## config.mk

```make
export PLATFORM = sky130hd
export DESIGN_NAME = mem_stage
export DESIGN_NICKNAME = d
export VERILOG_FILES = /design/src/rtl/core_pkg.sv /design/src/rtl/mem_align.sv /design/src/rtl/mem_stage.sv
export SDC_FILE = /design/constraint.sdc
export NUM_CORES = 1
export LEC_CHECK = 0
export BUFFER_PORTS_ARGS = -buffer_cell sky130_fd_sc_hd__buf_4
export CORE_ASPECT_RATIO = 0.7
export CORE_MARGIN = 3
export CORE_UTILIZATION = 45
export CTS_CLUSTER_DIAMETER = 30
export DETAILED_ROUTE_END_ITERATION = 10
export PLACE_DENSITY = 0.73
export SLEW_MARGIN = 20
export SYNTH_ARGS = -nofsm -noshare
export SYNTH_HDL_FRONTEND = slang
export SYNTH_HIERARCHICAL = 1
export SYNTH_SLANG_ARGS = --single-unit
```

## constraint.sdc

```tcl
create_clock -name clk -period 10.8 [get_ports clk]
set_clock_uncertainty 0.05 [all_clocks]
set_input_delay 2.7 -clock clk [delete_from_list [all_inputs] [get_ports clk]]
set_output_delay 2.7 -clock clk [all_outputs]
set_load 0.02 [all_outputs]
```

## src/rtl/core_pkg.sv

```systemverilog
// Shared definitions for the memory stage: datapath width, funct3 size codes
// and the bus-transaction state encoding.
package core_pkg;

  localparam int XLEN = 32;

  localparam logic [2:0] F3_B  = 3'b000;
  localparam logic [2:0] F3_H  = 3'b001;
  localparam logic [2:0] F3_W  = 3'b010;
  localparam logic [2:0] F3_BU = 3'b100;
  localparam logic [2:0] F3_HU = 3'b101;

  typedef enum logic {
    IDLE = 1'b0,
    WAIT = 1'b1
  } state_t;

endpackage

```

## src/rtl/mem_align.sv

```systemverilog
// Lane steering for data-memory accesses: byte enables, replicated store data,
// sign/zero-extended load data and the alignment/legality check.
module mem_align
  import core_pkg::*;
(
  input  logic [1:0]      addr_lo,
  input  logic [2:0]      funct3,
  input  logic            is_store,
  input  logic [XLEN-1:0] store_data,
  input  logic [XLEN-1:0] rdata,
  output logic [3:0]      be,
  output logic [XLEN-1:0] wdata,
  output logic [XLEN-1:0] load_data,
  output logic            illegal
);

  logic [7:0]  byte_sel;
  logic [15:0] half_sel;

  assign byte_sel = rdata[{addr_lo, 3'b000} +: 8];
  assign half_sel = addr_lo[1] ? rdata[31:16] : rdata[15:0];

  always_comb begin
    be        = 4'b0000;
    wdata     = store_data;
    load_data = rdata;
    illegal   = 1'b0;
    case (funct3)
      F3_B, F3_BU: begin
        be        = 4'b0001 << addr_lo;
        wdata     = {4{store_data[7:0]}};
        load_data = (funct3 == F3_B) ? {{(XLEN-8){byte_sel[7]}}, byte_sel}
                                     : {{(XLEN-8){1'b0}}, byte_sel};
      end
      F3_H, F3_HU: begin
        be        = addr_lo[1] ? 4'b1100 : 4'b0011;
        wdata     = {2{store_data[15:0]}};
        load_data = (funct3 == F3_H) ? {{(XLEN-16){half_sel[15]}}, half_sel}
                                     : {{(XLEN-16){1'b0}}, half_sel};
        illegal   = addr_lo[0];
      end
      F3_W: begin
        be      = 4'b1111;
        illegal = |addr_lo;
      end
      default: illegal = 1'b1;
    endcase
    // Unsigned variants have no store counterpart.
    if (is_store && funct3[2]) illegal = 1'b1;
  end

endmodule

```

## src/rtl/mem_stage.sv

```systemverilog
// Memory-access pipeline stage: issues one req/ack data-bus transaction per
// load/store, times out stuck buses and emits one registered writeback record.
module mem_stage #(
  parameter int XLEN    = 32,
  parameter int TIMEOUT = 255,
  parameter int TCW     = 8
) (
  input  logic            clk,
  input  logic            rst,
  input  logic            ex_valid,
  input  logic [XLEN-1:0] ex_result,
  input  logic [XLEN-1:0] ex_aux,
  input  logic            ex_load,
  input  logic            ex_store,
  input  logic            ex_wben,
  input  logic [4:0]      ex_rd,
  input  logic [2:0]      ex_funct3,
  input  logic            flush,
  output logic            stall,
  output logic            dmem_req,
  output logic            dmem_we,
  output logic [XLEN-1:0] dmem_addr,
  output logic [3:0]      dmem_be,
  output logic [XLEN-1:0] dmem_wdata,
  input  logic            dmem_ack,
  input  logic [XLEN-1:0] dmem_rdata,
  output logic            wb_valid,
  output logic [4:0]      wb_rd,
  output logic [XLEN-1:0] wb_data,
  output logic            misalign,
  output logic            bus_err
);
  import core_pkg::*;

  localparam logic [TCW:0] TO_VAL = (TCW+1)'(TIMEOUT);

  state_t          state_reg, state_next;
  logic [TCW-1:0]  cnt_reg, cnt_next;
  logic            req_reg, req_next, we_reg, we_next;
  logic [XLEN-1:0] addr_reg, addr_next, wdata_reg, wdata_next;
  logic [3:0]      be_reg, be_next;
  logic            wb_valid_reg, wb_valid_next;
  logic [4:0]      wb_rd_reg, wb_rd_next, rd_reg, rd_next;
  logic [XLEN-1:0] wb_data_reg, wb_data_next;
  logic            misalign_reg, misalign_next, bus_err_reg, bus_err_next;
  logic [2:0]      f3_reg, f3_next;
  logic [1:0]      alo_reg, alo_next;
  logic            load_reg, load_next, flushed_reg, flushed_next;

  logic [3:0]      al_be;
  logic [XLEN-1:0] al_wdata, al_load_data;
  logic            al_illegal;
  logic [TCW:0]    cnt_inc;
  logic            timeout_hit;

  // In WAIT the aligner works on the latched op so the ack cycle can extend rdata.
  mem_align u_align (
    .addr_lo    ((state_reg == WAIT) ? alo_reg : ex_result[1:0]),
    .funct3     ((state_reg == WAIT) ? f3_reg : ex_funct3),
    .is_store   (ex_store),
    .store_data (ex_aux),
    .rdata      (dmem_rdata),
    .be         (al_be),
    .wdata      (al_wdata),
    .load_data  (al_load_data),
    .illegal    (al_illegal)
  );

  assign cnt_inc     = {1'b0, cnt_reg} + (TCW+1)'(1);
  assign timeout_hit = (TIMEOUT != 0) && (cnt_inc == TO_VAL);

  always_comb begin
    state_next    = state_reg;
    cnt_next      = cnt_reg;
    req_next      = req_reg;
    we_next       = we_reg;
    addr_next     = addr_reg;
    be_next       = be_reg;
    wdata_next    = wdata_reg;
    wb_valid_next = 1'b0;
    wb_rd_next    = wb_rd_reg;
    wb_data_next  = wb_data_reg;
    misalign_next = 1'b0;
    bus_err_next  = 1'b0;
    rd_next       = rd_reg;
    f3_next       = f3_reg;
    alo_next      = alo_reg;
    load_next     = load_reg;
    flushed_next  = flushed_reg;
    case (state_reg)
      IDLE: begin
        if (ex_valid) begin
          if (!ex_load && !ex_store) begin
            wb_valid_next = ex_wben & ~flush;
            wb_rd_next    = ex_rd;
            wb_data_next  = ex_result;
          end else if (al_illegal) begin
            misalign_next = ~flush;
          end else begin
            state_next   = WAIT;
            cnt_next     = '0;
            req_next     = 1'b1;
            we_next      = ex_store;
            addr_next    = {ex_result[XLEN-1:2], 2'b00};
            be_next      = al_be;
            wdata_next   = al_wdata;
            rd_next      = ex_rd;
            f3_next      = ex_funct3;
            alo_next     = ex_result[1:0];
            load_next    = ex_load;
            flushed_next = flush;
          end
        end
      end
      WAIT: begin
        flushed_next = flushed_reg | flush;
        if (dmem_ack) begin
          state_next   = IDLE;
          req_next     = 1'b0;
          flushed_next = 1'b0;
          if (load_reg && !(flushed_reg || flush)) begin
            wb_valid_next = 1'b1;
            wb_rd_next    = rd_reg;
            wb_data_next  = al_load_data;
          end
        end else if (timeout_hit) begin
          state_next   = IDLE;
          req_next     = 1'b0;
          flushed_next = 1'b0;
          bus_err_next = 1'b1;
        end else begin
          cnt_next = cnt_inc[TCW-1:0];
        end
      end
      default: state_next = IDLE;
    endcase
  end

  always_ff @(posedge clk or negedge rst) begin
    if (!rst) begin
      state_reg    <= IDLE;
      cnt_reg      <= '0;
      req_reg      <= 1'b0;
      we_reg       <= 1'b0;
      addr_reg     <= '0;
      be_reg       <= '0;
      wdata_reg    <= '0;
      wb_valid_reg <= 1'b0;
      wb_rd_reg    <= '0;
      wb_data_reg  <= '0;
      misalign_reg <= 1'b0;
      bus_err_reg  <= 1'b0;
      rd_reg       <= '0;
      f3_reg       <= '0;
      alo_reg      <= '0;
      load_reg     <= 1'b0;
      flushed_reg  <= 1'b0;
    end else begin
      state_reg    <= state_next;
      cnt_reg      <= cnt_next;
      req_reg      <= req_next;
      we_reg       <= we_next;
      addr_reg     <= addr_next;
      be_reg       <= be_next;
      wdata_reg    <= wdata_next;
      wb_valid_reg <= wb_valid_next;
      wb_rd_reg    <= wb_rd_next;
      wb_data_reg  <= wb_data_next;
      misalign_reg <= misalign_next;
      bus_err_reg  <= bus_err_next;
      rd_reg       <= rd_next;
      f3_reg       <= f3_next;
      alo_reg      <= alo_next;
      load_reg     <= load_next;
      flushed_reg  <= flushed_next;
    end
  end

  assign stall      = (state_reg == WAIT);
  assign dmem_req   = req_reg;
  assign dmem_we    = we_reg;
  assign dmem_addr  = addr_reg;
  assign dmem_be    = be_reg;
  assign dmem_wdata = wdata_reg;
  assign wb_valid   = wb_valid_reg;
  assign wb_rd      = wb_rd_reg;
  assign wb_data    = wb_data_reg;
  assign misalign   = misalign_reg;
  assign bus_err    = bus_err_reg;

endmodule

```

; After elaboration in Yosys (flattened, before gate mapping)
; Index checks and enable logic that the tools add are counted.
[totals]
reg_bits = 129
in_bits = 112
out_inout_bits = 111
wordCells = 113
[op_classes]
add_sub_neg = 1
eq_ne = 14
n_shift = 2
n_mux = 57
bitwise_logic = 6
n_reduce_logical = 16
[ops]
columns = cell, count
row1 = two-way mux 32 bit, 6
row2 = one-hot mux 32 bit (2 select lines), 3
row3 = two-way mux 8 bit, 5
row4 = indexed part select 32 x 6 -> 8 bit, 1
row5 = two-way mux 1 bit, 27
row6 = two-way mux 5 bit, 4
row7 = two-way mux 16 bit, 1
row8 = one-hot mux 8 bit (2 select lines), 1
row9 = != test 2 bit (second input constant), 7
row10 = one-hot mux 4 bit (3 select lines), 1
row11 = AND reduction 4 bit, 3
row12 = one-hot mux 5 bit (2 select lines), 1
row13 = adder 8 x 1 -> 9 bit (second input constant), 1
row14 = == test 9 x 8 -> 1 bit (second input constant), 1
row15 = one-hot mux 1 bit (2 select lines), 4
row16 = == test 3 bit (second input constant), 2
row17 = OR reduction 2 bit, 3
row18 = AND reduction 5 bit, 1
row19 = two-way mux 4 bit, 1
row20 = inverter 1 bit, 4
row21 = << shifter 1 x 2 -> 4 bit (first input constant), 1
row22 = == test 3 x 1 -> 1 bit (second input constant), 1
row23 = == test 3 x 2 -> 1 bit (second input constant), 1
row24 = logical AND 1 bit, 3
row25 = 11 further kinds, 13

; Logic depth before layout (Yosys ltp)
[depth]
word_depth = 9
mapped_depth = 13
depth_no_buf = 7

; By module
; The synthesis kept the hierarchy.
[by_module_without_submodules]
columns = module, instances, cells_per_inst, area_each_um2, seq_area_each_um2
row1 = mem_stage, 1, 579, 5422.7, 3228.1
row2 = mem_align, 1, 174, 1222.4, 0.0

; Worst setup path after synthesis
; Ideal clock, no wire load.
[synth_path]
path_kind = input -> register
start = input ex_funct3[1]
end = register wdata_reg[30] (netlist: dmem_wdata[30])
setup_ps = 65
arrival_time_ps = 4909
required_time_ps = 10685
path_slack_ps = 5776
path_stages = 11
path_buffers = 4
path_cell_list = mux2_2 -> clkbuf_1 -> clkbuf_1 -> a221oi_1 -> a21oi_1 -> or3b_2 -> nor2_1 -> buf_2 -> buf_2 -> nand2_1 -> nand2_1
[synth_between]
elab_chain_len = 7
elab_cells_between_ends = 13
cone_classes = 4 x eq/ne / 4 x mux / 1 x bitwise / 4 x reduce/logical
[synth_rtl]
columns = element, line
row1 = "start, declared", mem_stage.sv:17  ; input logic [2:0] ex_funct3,
row2 = two-way mux 3 bit *, mem_stage.sv:59  ; .funct3 ((state_reg == WAIT) ? f3_reg : ex_funct3),
row3 = "== test 3 bit, or another cell as far along", mem_align.sv:28  ; case (funct3)
row4 = OR reduction 2 bit, mem_align.sv:28
row5 = one-hot mux 1 bit (3 select lines) *, mem_align.sv:28
row6 = two-way mux 1 bit *, mem_align.sv:49  ; if (is_store && funct3[2]) illegal = 1'b1;
row7 = named net al_illegal, mem_stage.sv:52  ; logic al_illegal;
row8 = inverter 1 bit (no line) *, -
row9 = AND reduction 4 bit (no line) *, -
row10 = "end signal, assigned", mem_stage.sv:165  ; wdata_reg <= wdata_next;
row11 = "end, declared", mem_stage.sv:40  ; logic [XLEN-1:0] addr_reg, addr_next, wdata_reg, wdata_next;
; The timed path passes the listed nets; every way through them passes the cells marked *.
; A chain may end at the register's enable or synchronous reset.

; Worst setup path after layout
[layout_path]
start = input ex_funct3[0]
end = register wdata_reg[3] (netlist: dmem_wdata[3])
; Same word-level chain as after synthesis.

==> flow_metrics.env <==
export IMPL_yosysSeqAreaShare=0.4858
export IMPL_drive_above_1_share=0.3070
export IMPL_place_ws_ns=4.922
export IMPL_r2r_end="dmem_wdata[3]"
export IMPL_min_to="f3_reg[1]"
export IMPL_grt_max_degree=88
export IMPL_num_rows=36
export IMPL_fin_tns_setup_ns=0
export IMPL_yosysMostFrequentCell="nand2_1"
export IMPL_htree_num_levels=4
export IMPL_post_route_util=0.6268
export IMPL_crit_chain="buf_4 -> mux2_2 -> nor3_1 -> a21oi_1 -> or3b_2 -> nor2_4 -> buf_4 -> nand2_1 -> nand2_1"
export IMPL_slew_limit_headroom=0.3448
export IMPL_synthTopCellsByCount="292 x nand2_1, 129 x dfrtp_1, 51 x o21ai_0"
export IMPL_io_buffers=220
export IMPL_rsz0062_at_grt="false"
export IMPL_holdBufCountCts=0
export IMPL_die_h_um=107.7
export IMPL_syn_avg_cell_area_um2=8.825
export IMPL_setup_slack_ns=5.342
export IMPL_dp_hpwl_um=13690
export IMPL_yosysWarnings=6
export IMPL_cp_required_ns=11.10
export IMPL_criticalPathCategory="input port to flop"
export IMPL_multi_input_area_um2=3118
export IMPL_synth_cells=753
export IMPL_post_drt_wl_per_cell_um=17.00
export IMPL_yosysTopAreaCell="dfrtp_1"
export IMPL_ctsResizeCount=0
export IMPL_power_density_nw_per_um2=285.6
export IMPL_die_area_um2=16280
export IMPL_cp_start_kind="input port"
export IMPL_synth_adder_area_share=0.003766
export IMPL_cts_root_buffer="clkbuf_16"
export IMPL_grt_use_total=0.2390
export IMPL_core_area_um2=14190
export IMPL_globalRoute_totalOverflow=0
export IMPL_tightest_slew_ns=0.9829
export IMPL_critPathLaunch="ex_funct3[0]"
export IMPL_status="completed"
export IMPL_p_leak_nw=4.522
export IMPL_finalNetCount=1054
export IMPL_drt_wl_total_um=19390
export IMPL_synth_simple_gate_area_frac=0.2246
export IMPL_drt_iter0_drc=430
export IMPL_syn2layout_area_growth_pct=33.84
export IMPL_cts_buffers_inserted=17
export IMPL_clk_pin_slew_worst_paths_ns=0.06
export IMPL_end_kind="flop"
export IMPL_drv_slew=0
export IMPL_cts_tree="yes"
export IMPL_peakVddDrop_mv=0.1376
export IMPL_critPathMaxStageDelay_ns=0.57
export IMPL_arrival_ns=5.75
export IMPL_grt_pass1_vias=5703
export IMPL_hold_viol=0
export IMPL_final_antenna_net_count=0
export IMPL_start_util=0.4683
export IMPL_synth_compound_area_frac=0.1149
export IMPL_layout_area_seq_um2=3229
export IMPL_synth_top_flop_cell="dfrtp_1"
export IMPL_cts_sinks=129
export IMPL_fillCellCount=1255
export IMPL_place_area_um2=8327
export IMPL_fin_hold_ws_ns=0.4198
export IMPL_antenna_found_initial=0
export IMPL_synth_top_family_by_area="simple AND/OR/NAND/NOR gates"
export IMPL_cts_post_setup_buffers_inserted=0
export IMPL_cp_max_fo=52
export IMPL_place_inst=1111
export IMPL_fp_dieW_um=151.2
export IMPL_synthMuxAreaShare=0.1164
export IMPL_final_area_um2=8894
export IMPL_io_pins=223
export IMPL_synth_distinct_cells=51
export IMPL_synth_area_um2=6645
export IMPL_cap_violations=0
export IMPL_fin_crit_sh=0.5054
export IMPL_finalPower_mw=2.540
export IMPL_via_per_inst=5.181
export IMPL_gp_congestion=0.8854
export IMPL_first_pass_iters=5
export IMPL_setup_viol_count_final=0
export IMPL_layout_cells_non_filler=1141
export IMPL_crit_slowest_cell="buf_4"
export IMPL_ctsLongestPathBuffers=2
export IMPL_synth_edf_count=0
export IMPL_rrSetupSlack_ns=6.56
export IMPL_hold_path_startpoint="f3_reg[1]"
export IMPL_r2r_start="stall"
export IMPL_synth_top_area_frac=0.4858
export IMPL_worst_r2r_cell_count=9
export IMPL_whs_path_depth=2
export IMPL_ys_top_cells_by_area="dfrtp_1 49%, nand2_1 16%, mux2i_1 7.2%, mux2_2 4.1%, o21ai_0 3.8%"
export IMPL_vias=5911
export IMPL_fmax_mhz=183.2
export IMPL_diodes=0
export IMPL_ys_ff_latch=129
export IMPL_drc=0
export IMPL_yosys_area_share_xor_xnor=0.003954
export IMPL_fin_crit_ns=5.458
export IMPL_clock_latency_ns=0.41
export IMPL_hold_class="flop to flop"
export IMPL_grt_pass1_wl_um=30300
export IMPL_async_flop_share=1.000
## per-layer routing
metal,GRT usage,routed length [um],vias up
met5,0,0,-
met3,0.07407,1731,24
met4,0.05886,289,0
met2,0.3420,8158,216
met1,0.3527,9214,2785
li1,-,-,2886
## where the power goes
group	total [mW]	internal (mW)	switching, mW
Sequential	0.821	0.694	0.127
Combinational	1.16	0.475	0.687
Clock	0.557	0.338	0.219
Total	2.54	1.51	1.03
## logic make-up after synthesis
logic type                 after synthesis
and+or+nand+nor                        358
DFF                                    129
AOI/OAI and AO/OA                      117
muxes                                   73
buffers and inverters                   70
xor gates and xnor gates                 3
adders and majority gates                2
other                                    1
## critical path: cells and delay by family
| kind | cells | cell delay (ns) |
|---|---|---|
| simple gates | 5 | 1.62 |
| buf+inv | 2 | 0.68 |
| mux | 1 | 0.50 |
| compound gates | 1 | 0.16 |
## worst max-delay path by stage
stage | to
after floorplan | dmem_wdata[30]
after global placement | dmem_wdata[3]
after detailed placement | dmem_wdata[6]
after CTS | dmem_wdata[6]
after global routing | dmem_wdata[3]
final | dmem_wdata[3]
## layout make-up
class                           instances  share of cell area
Clock buffer                           18             0.04826
Sequential cell                       129              0.3631
Inverter                               11            0.004643
Timing Repair Buffer                  226              0.1912
Clock inverter                         12             0.01548
Multi-Input combinational cell        555              0.3506
Tap cell                              190             0.02673
## cells in the final DEF, fill, tap and decap left out, types with 2 or more instances in the layout
| cell | n |
|---|---|
| nor2b_1 | 18 |
| o21ai_0 | 51 |
| a21oi_1 | 21 |
| a221o_1 | 8 |
| o31ai_1 | 2 |
| clkinv_4 | 2 |
| and3b_1 | 2 |
| nand3_1 | 9 |
| nand2_1 | 291 |
| mux2i_1 | 48 |
| mux2_2 | 24 |
| buf_4 | 225 |
| inv_1 | 11 |
| and3_1 | 2 |
| clkbuf_16 | 17 |
| inv_6 | 2 |
| nor3_1 | 8 |
| or3b_2 | 2 |
| clkinvlp_4 | 5 |
| a22o_1 | 8 |
| dfrtp_1 | 128 |
| nand2b_1 | 4 |
| o21ai_1 | 2 |
| a211oi_1 | 7 |
| nor2_1 | 9 |
| a221oi_1 | 8 |
| conb_1 | 2 |
| ha_1 | 2 |
| xnor2_1 | 2 |
| bufinv_16 | 2 |
| nor3b_1 | 2 |
Note: power is estimated with default switching activity, not from simulation.
